==> src/rtl/lsu_mem_stage.sv <==
// RV32I memory-access stage: validates a load/store, drives dmem for one full cycle,
// then hands the load result or an access error to writeback. Also counts events.
module lsu_mem_stage #(
  parameter int CNT_W = 16
) (
  input  logic             clk,
  input  logic             rst,
  input  logic             req_valid,
  output logic             req_ready,
  input  logic [31:0]      req_addr,
  input  logic [31:0]      req_wdata,
  input  logic             req_we,
  input  logic             req_re,
  input  logic [2:0]       req_funct3,
  input  logic [4:0]       req_rd,
  output logic [31:0]      dmem_addr,
  output logic [31:0]      dmem_wr_data,
  output logic             dmem_mem_wr,
  output logic             dmem_mem_rd,
  output logic [2:0]       dmem_mask,
  input  logic [31:0]      dmem_rdata,
  output logic             rsp_valid,
  input  logic             rsp_ready,
  output logic [31:0]      rsp_data,
  output logic [4:0]       rsp_rd,
  output logic             rsp_we,
  output logic             rsp_err,
  output logic [31:0]      rsp_err_addr,
  output logic [CNT_W-1:0] load_cnt,
  output logic [CNT_W-1:0] store_cnt,
  output logic [CNT_W-1:0] err_cnt
);

  typedef enum logic [1:0] {IDLE, ACCESS, RESP} state_t;

  state_t           state_q, state_d;
  logic [31:0]      dmem_addr_q, dmem_addr_d;
  logic [31:0]      dmem_wr_data_q, dmem_wr_data_d;
  logic             dmem_mem_wr_q, dmem_mem_wr_d;
  logic             dmem_mem_rd_q, dmem_mem_rd_d;
  logic [2:0]       dmem_mask_q, dmem_mask_d;
  logic             rsp_valid_q, rsp_valid_d;
  logic [31:0]      rsp_data_q, rsp_data_d;
  logic [4:0]       rsp_rd_q, rsp_rd_d;
  logic             rsp_we_q, rsp_we_d;
  logic             rsp_err_q, rsp_err_d;
  logic [31:0]      rsp_err_addr_q, rsp_err_addr_d;
  logic [CNT_W-1:0] load_cnt_q, load_cnt_d;
  logic [CNT_W-1:0] store_cnt_q, store_cnt_d;
  logic [CNT_W-1:0] err_cnt_q, err_cnt_d;
  logic             illegal, misaligned;

  function automatic logic [CNT_W-1:0] sat_inc(input logic [CNT_W-1:0] v);
    return (&v) ? v : v + CNT_W'(1);
  endfunction

  always_comb begin
    illegal = (req_we && req_re) || (req_funct3 == 3'b011) || (req_funct3 == 3'b110) ||
              (req_funct3 == 3'b111) || (req_we && req_funct3[2]);
    misaligned = ((req_funct3[1:0] == 2'b01) && req_addr[0]) ||
                 ((req_funct3 == 3'b010) && (req_addr[1:0] != 2'b00));
  end

  always_comb begin
    state_d        = state_q;
    dmem_addr_d    = dmem_addr_q;
    dmem_wr_data_d = dmem_wr_data_q;
    dmem_mem_wr_d  = dmem_mem_wr_q;
    dmem_mem_rd_d  = dmem_mem_rd_q;
    dmem_mask_d    = dmem_mask_q;
    rsp_valid_d    = rsp_valid_q;
    rsp_data_d     = rsp_data_q;
    rsp_rd_d       = rsp_rd_q;
    rsp_we_d       = rsp_we_q;
    rsp_err_d      = rsp_err_q;
    rsp_err_addr_d = rsp_err_addr_q;
    load_cnt_d     = load_cnt_q;
    store_cnt_d    = store_cnt_q;
    err_cnt_d      = err_cnt_q;
    case (state_q)
      IDLE: begin
        if (req_valid) begin
          rsp_rd_d       = req_rd;
          rsp_we_d       = 1'b0;
          rsp_data_d     = 32'h0;
          rsp_err_d      = 1'b0;
          rsp_err_addr_d = 32'h0;
          if (illegal || misaligned) begin
            rsp_err_d      = 1'b1;
            rsp_err_addr_d = req_addr;
            rsp_valid_d    = 1'b1;
            err_cnt_d      = sat_inc(err_cnt_q);
            state_d        = RESP;
          end else if (!req_we && !req_re) begin
            rsp_valid_d = 1'b1;
            state_d     = RESP;
          end else begin
            // dmem port is registered so it is live for the entire ACCESS cycle
            dmem_addr_d    = req_addr;
            dmem_wr_data_d = req_wdata;
            dmem_mask_d    = req_funct3;
            dmem_mem_wr_d  = req_we;
            dmem_mem_rd_d  = req_re;
            state_d        = ACCESS;
          end
        end
      end
      ACCESS: begin
        rsp_data_d     = dmem_mem_rd_q ? dmem_rdata : 32'h0;
        rsp_we_d       = dmem_mem_rd_q && (rsp_rd_q != 5'd0);
        if (dmem_mem_rd_q) load_cnt_d  = sat_inc(load_cnt_q);
        else               store_cnt_d = sat_inc(store_cnt_q);
        dmem_addr_d    = 32'h0;
        dmem_wr_data_d = 32'h0;
        dmem_mask_d    = 3'b000;
        dmem_mem_wr_d  = 1'b0;
        dmem_mem_rd_d  = 1'b0;
        rsp_valid_d    = 1'b1;
        state_d        = RESP;
      end
      RESP: begin
        if (rsp_ready) begin
          rsp_valid_d = 1'b0;
          state_d     = IDLE;
        end
      end
      default: state_d = IDLE;
    endcase
  end

  always_ff @(posedge clk or posedge rst) begin
    if (rst) begin
      state_q        <= IDLE;
      dmem_addr_q    <= 32'h0;
      dmem_wr_data_q <= 32'h0;
      dmem_mem_wr_q  <= 1'b0;
      dmem_mem_rd_q  <= 1'b0;
      dmem_mask_q    <= 3'b000;
      rsp_valid_q    <= 1'b0;
      rsp_data_q     <= 32'h0;
      rsp_rd_q       <= 5'd0;
      rsp_we_q       <= 1'b0;
      rsp_err_q      <= 1'b0;
      rsp_err_addr_q <= 32'h0;
      load_cnt_q     <= '0;
      store_cnt_q    <= '0;
      err_cnt_q      <= '0;
    end else begin
      state_q        <= state_d;
      dmem_addr_q    <= dmem_addr_d;
      dmem_wr_data_q <= dmem_wr_data_d;
      dmem_mem_wr_q  <= dmem_mem_wr_d;
      dmem_mem_rd_q  <= dmem_mem_rd_d;
      dmem_mask_q    <= dmem_mask_d;
      rsp_valid_q    <= rsp_valid_d;
      rsp_data_q     <= rsp_data_d;
      rsp_rd_q       <= rsp_rd_d;
      rsp_we_q       <= rsp_we_d;
      rsp_err_q      <= rsp_err_d;
      rsp_err_addr_q <= rsp_err_addr_d;
      load_cnt_q     <= load_cnt_d;
      store_cnt_q    <= store_cnt_d;
      err_cnt_q      <= err_cnt_d;
    end
  end

  assign req_ready    = (state_q == IDLE);
  assign dmem_addr    = dmem_addr_q;
  assign dmem_wr_data = dmem_wr_data_q;
  assign dmem_mem_wr  = dmem_mem_wr_q;
  assign dmem_mem_rd  = dmem_mem_rd_q;
  assign dmem_mask    = dmem_mask_q;
  assign rsp_valid    = rsp_valid_q;
  assign rsp_data     = rsp_data_q;
  assign rsp_rd       = rsp_rd_q;
  assign rsp_we       = rsp_we_q;
  assign rsp_err      = rsp_err_q;
  assign rsp_err_addr = rsp_err_addr_q;
  assign load_cnt     = load_cnt_q;
  assign store_cnt    = store_cnt_q;
  assign err_cnt      = err_cnt_q;

endmodule

==> config.mk <==
export PLATFORM = sky130hd
export DESIGN_NAME = lsu_mem_stage
export DESIGN_NICKNAME = d
export VERILOG_FILES = /design/src/rtl/lsu_mem_stage.sv
export SDC_FILE = /design/constraint.sdc
export NUM_CORES = 1
export LEC_CHECK = 0
export BUFFER_PORTS_ARGS = -buffer_cell sky130_fd_sc_hd__clkbuf_2
export CELL_PAD_IN_SITES_DETAIL_PLACEMENT = 0
export CELL_PAD_IN_SITES_GLOBAL_PLACEMENT = 2
export CORE_ASPECT_RATIO = 1.75
export CORE_UTILIZATION = 27
export CTS_CLUSTER_DIAMETER = 80
export DETAILED_ROUTE_END_ITERATION = 6
export HOLD_SLACK_MARGIN = 0.06
export PLACE_DENSITY_LB_ADDON = 0.08
export SETUP_SLACK_MARGIN = 0.1
export SLEW_MARGIN = 30
export SYNTH_ARGS = -nofsm -noshare
export SYNTH_HDL_FRONTEND = slang
export SYNTH_SLANG_ARGS = --single-unit
==> constraint.sdc <==
create_clock -name clk -period 5.9 [get_ports clk]
set_clock_uncertainty 0.2 [all_clocks]
set_input_delay 0.295 -clock clk [delete_from_list [all_inputs] [get_ports clk]]
set_output_delay 0.295 -clock clk [all_outputs]
set_load 0.05 [all_outputs]
After elaboration in Yosys (flattened, before gate mapping):

Cells that the tools add are included.

* reduce and logical (&&, ||, !) cells: 30
* multiplexer cells: 37
* $add $sub $neg: 3
* equality and inequality tests: 12
* bitwise logic cells: 4

Operator list (number)
* $mux W32: 9
* $pmux W32 S2: 3
* $add A16 B1 Y16 const B: 3
* $reduce_and A16 Y1: 3
* $mux W1: 12
* $reduce_and A4 Y1: 3
* $mux W3: 3
* $mux W2: 4
* $ne A2 B2 Y1 const B: 4
* $eq A3 B2 Y1 const B: 2
* $eq A3 B3 Y1 const B: 2
* $logic_and A1 B1 Y1: 6
* $logic_or A1 B1 Y1: 6
* $pmux W1 S2: 3
* $pmux W2 S3: 1
* $pmux W3 S2: 1
* $reduce_and A2 Y1: 3
* $reduce_and A3 Y1: 2
* $reduce_bool A5 Y1: 1
* $eq A2 B1 Y1 const B: 2
* $not A1 Y1: 4
* $reduce_bool A2 Y1: 2
* $ne A3 B1 Y1 const B: 1
* $pmux W1 S3: 1
* 4 further kinds: 5

* word-level logic and storage cells: 101
* input bits: 110
* register bits after elaboration: 191
* output and inout port bits: 190

Logic depth before layout (Yosys ltp):

* depth after elaboration: 9
* gate-level depth with buffers: 8

Least setup slack after synthesis:

No wires, ideal clock.

* path kind: reg2reg
* start: register err_cnt_q[0], in the netlist err_cnt[0]
* end: register err_cnt_q[14], in the netlist err_cnt[14]
* arrival time: 2.068 ns
* path buffers: 0
* required time: 5.618 ns
* clock period less this slack: 2.350 ns
* cell stages (with the launch flop): 7
* path slack: 3.550 ns
* library setup time: 0.082 ns
* path through: dfrtp_1 -> ha_1 -> nand4_2 -> or2_0 -> a2111o_1 -> nor3_2 -> xor2_1

* longest elaborated chain between the ends: 3
* elaborated cells on any way between the ends: 4

Ends and longest elaborated chain
* start: declaration: line 50 `logic [CNT_W-1:0] err_cnt_q, err_cnt_d;`
* start signal: assignment: line 163 `err_cnt_q <= err_cnt_d;`
* parallel branches: the longest is 3 deep, another holds $add A16 B1 Y16

Parallel ways; which one is timed is not known.
A chain may end at the register's enable or synchronous reset.

Worst setup path after layout:

* start: register state_q[0]
* end: register err_cnt_q[12], in the netlist err_cnt[12]

* longest elaborated chain between the ends: 2

Ends and longest elaborated chain
* start: declaration: line 36 `state_t state_q, state_d;`
* start signal: assignment: line 149 `state_q <= state_d;`
* $logic_not A2 Y1: line 80 `case (state_q)`
* $reduce_and A4 Y1 (no line)

Every way passes these cells.

==> results.md <==
* Port Buf Inserts at 299
* Worst Path Arrival at 3.15 ns
* Maximum root-to-sink buffer count at 2
* P_leak at 5.56 nW
* # H-tree levels at 4
* Synth area leader: dfrtp_1
* Wire length per cell at 18.3 µm
* Total die area at 28000 µm²
* Clk sinks at 191
* Top-area cell type share of the netlist area at 64.9%
* DR iter-0 viols at 237
* Area added between synthesis and finish at 47.2%
* Die height at 221 µm
* Commonest cells post-synth: 191 x dfrtp_1, 133 x a22o_1, 29 x xnor2_1
* Core area at 26700 µm²
* Post-synth top flop: dfrtp_1
* Root Buffer: clkbuf_16
* Post-route DRC at 0
* CTS buffer count at 17
* Worst setup SP type: register
* Cell area after layout at 10800 µm²
* Cell Area, Synth at 7370 µm²
* GPL Wtd Cong at 0.734
* Most common cell in the synthesized netlist: dfrtp_1
* Status: complete, no violations
* Complex-gate fraction of the synthesized area at 18.1%
* Async set-reset flop share out of synthesis at 100%
* Slowest cell on crit path: nor2_4
* Max Slew Vio Count at 0
* Worst path setup slack after routing at 2.88 ns
* CP cell instances: nor2_2 -> nand2_2 -> nor2_4 -> nand3_1 -> mux2_2
* Initial core utilization at 27.6%
* Post-synthesis cell count at 544
* FILL cells at 2591
* Total Neg Setup Slack at 0 ns
* Final Power at 4.15 mW
* Largest family of logic cells by synthesized area: compound AO/OA/AOI/OAI gates
* Cts repair resizes at 0
* Dpl ws at 2.63 ns
* Worst-path maximum fanout at 37
* Syn Nets at 657
* Kind of critical path: reg2reg
* Synth Area in Adders at 0.509%
* Max-Cap Viols at 0
* Worst-Skew Late Latency at 0.45 ns
* CP endpoint kind: register
* Cell Rows at 79
* RSZ-0062 raised after global routing: no
* GRT Total Usage at 17.4%
* Max Freq at 332 MHz
* Initial antenna violation count at 0
* Layout cells sized above 1 at 37.0%
* EDFF count, synth at 0
* Clk slew on worst S/H paths at 0.07 ns
* Via count at 6148
* Peak supply drop at 0.306 mV
* Mux contribution to synthesized area at 1.22%
* Vias in the first global route at 6505
* Mapped Avg Cell Area at 13.5 µm²
* Flops & latches, synth at 191
* Grt total ovfl at 0
* Largest cells by area after synthesis: dfrtp_1 65%, a22o_1 16%, xnor2_1 3.4%
* Vias per cell at 4.78
* Final Cycle Share at 51.1%
* DP Area at 9180 µm²
* Final min period at 3.02 ns
* TritonCTS clock tree: done
* Die Span X at 127 µm
* Slew HR at 37.0%
* Worst min path class: reg2reg
* Crit-path max cell delay at 0.95 ns
* DRT Wirelength at 23.6 mm
* Post-CTS Setup Bufs at 0
* 1st-pass router iterations at 4
* First-pass GRT wire length at 36.7 mm
* Final setup fails at 0
* I/O pin cnt at 300
* Simple-gate portion of the synthesized area at 8.05%
* Distinct cells, synth at 48
* Post-Synth XOR/XNOR Area at 4.99%
* Post-route ant nets at 0
* Final HPWL DP at 16.5 mm
* Warning count from the yosys run at 0
* P per Cell Area at 382 nW/µm²
* Register area share after synthesis at 64.9%
* Crit path required time at 6.03 ns
* Largest net degree at the start of global routing at 140
* Worst slew pin tran at 0.943 ns
* Nets at 1061
* Hold Fails Final Rpt at 0
==> layout make-up <==
| cell class | count | area [µm²] | share of cell area (%) |
|---|---|---|---|
| Antenna cell | 1 | 2.50 | 0.0231 |
| Clock buffer | 23 | 468 | 4.31 |
| Clock inverter | 9 | 61.3 | 0.565 |
| Inverter | 5 | 31.3 | 0.288 |
| Multi-Input combinational cell | 318 | 2440 | 22.5 |
| Sequential cell | 191 | 4780 | 44.1 |
| Tap cell | 324 | 405 | 3.74 |
| Timing Repair Buffer | 415 | 2660 | 24.5 |
==> critical path, delay by kind of cell (launching register included) <==
family           cells  cell delay (ns)
and+or+nand+nor      4             1.91
DFF                  1             0.45
muxes                1             0.32
==> path summary, 6_finish.rpt <==
path,to,from,slack [ns],cells past startpoint
setup / recovery,err_cnt[12],state_q[0],2.88,5
hold / removal,rsp_we,rsp_we,0.28,2
setup reg to reg,err_cnt[12],state_q[0],2.88,5
hold reg to reg,rsp_we,rsp_we,0.28,2
max in group asynchronous,dmem_addr[7],rst,3.92,4
min in group asynchronous,dmem_addr[11],rst,0.32,3
==> state kept, by name (all words and copies together) (netlist names), 2 cells and up <==
name	flops
dmem_addr	32
dmem_mask	3
dmem_wr_data	32
err_cnt	16
load_cnt	16
rsp_data	32
rsp_err_addr	32
rsp_rd	5
state_q	2
store_cnt	16
==> stage by stage <==
stage	utilization, %	hold WS (ns)	std cells
6_report	40.6	0.285	1286
5_1_grt	40.6	0.313	1285
4_1_cts	40.5	0.287	1284
3_5_place_dp	34.4	0.270	1142
3_3_place_gp	34.4	0.263	1142
2_1_floorplan	-	0.228	544
==> per-layer routing <==
metal,part of all wire [%],wire [µm],track usage (%)
met1,39,9100,19.3
met2,53,12600,31.4
met3,5.8,1370,4.84
met4,2.2,508,6.59
met5,0,0,0
==> repair_timing <==
action                     CTS  global route
setup endpoints to repair    0             0
hold buffers               110             0
hold endpoints to repair   278             0
==> cells by family after synthesis <==
logic type      count (synthesis)
flops                         191
compound gates                154
simple gates                  111
xor+xnor                       42
buf+inv                        35
mux                             8
fa+ha+maj                       3
==> cell usage in the layout (no fill, tap or decap), drive strengths merged, types with 6 or more instances in the layout <==
cell and count:
nand2 26, mux2 8, a22o 133, nand4 16, nor3 9, dlygate4sd3 110, nand3 18, xnor2 29
buf 6, dfrtp 191, xor2 13, clkbuf 322, nor2 16
==> power breakdown <==
part	total (mW)	internal (mW)	leakage [nW]	switching (mW)
Clock	1.07	0.560	0.246	0.509
Sequential	1.66	1.51	2.57	0.148
Combinational	1.42	0.371	2.75	1.05
Note: power is estimated with default switching activity, not from simulation.
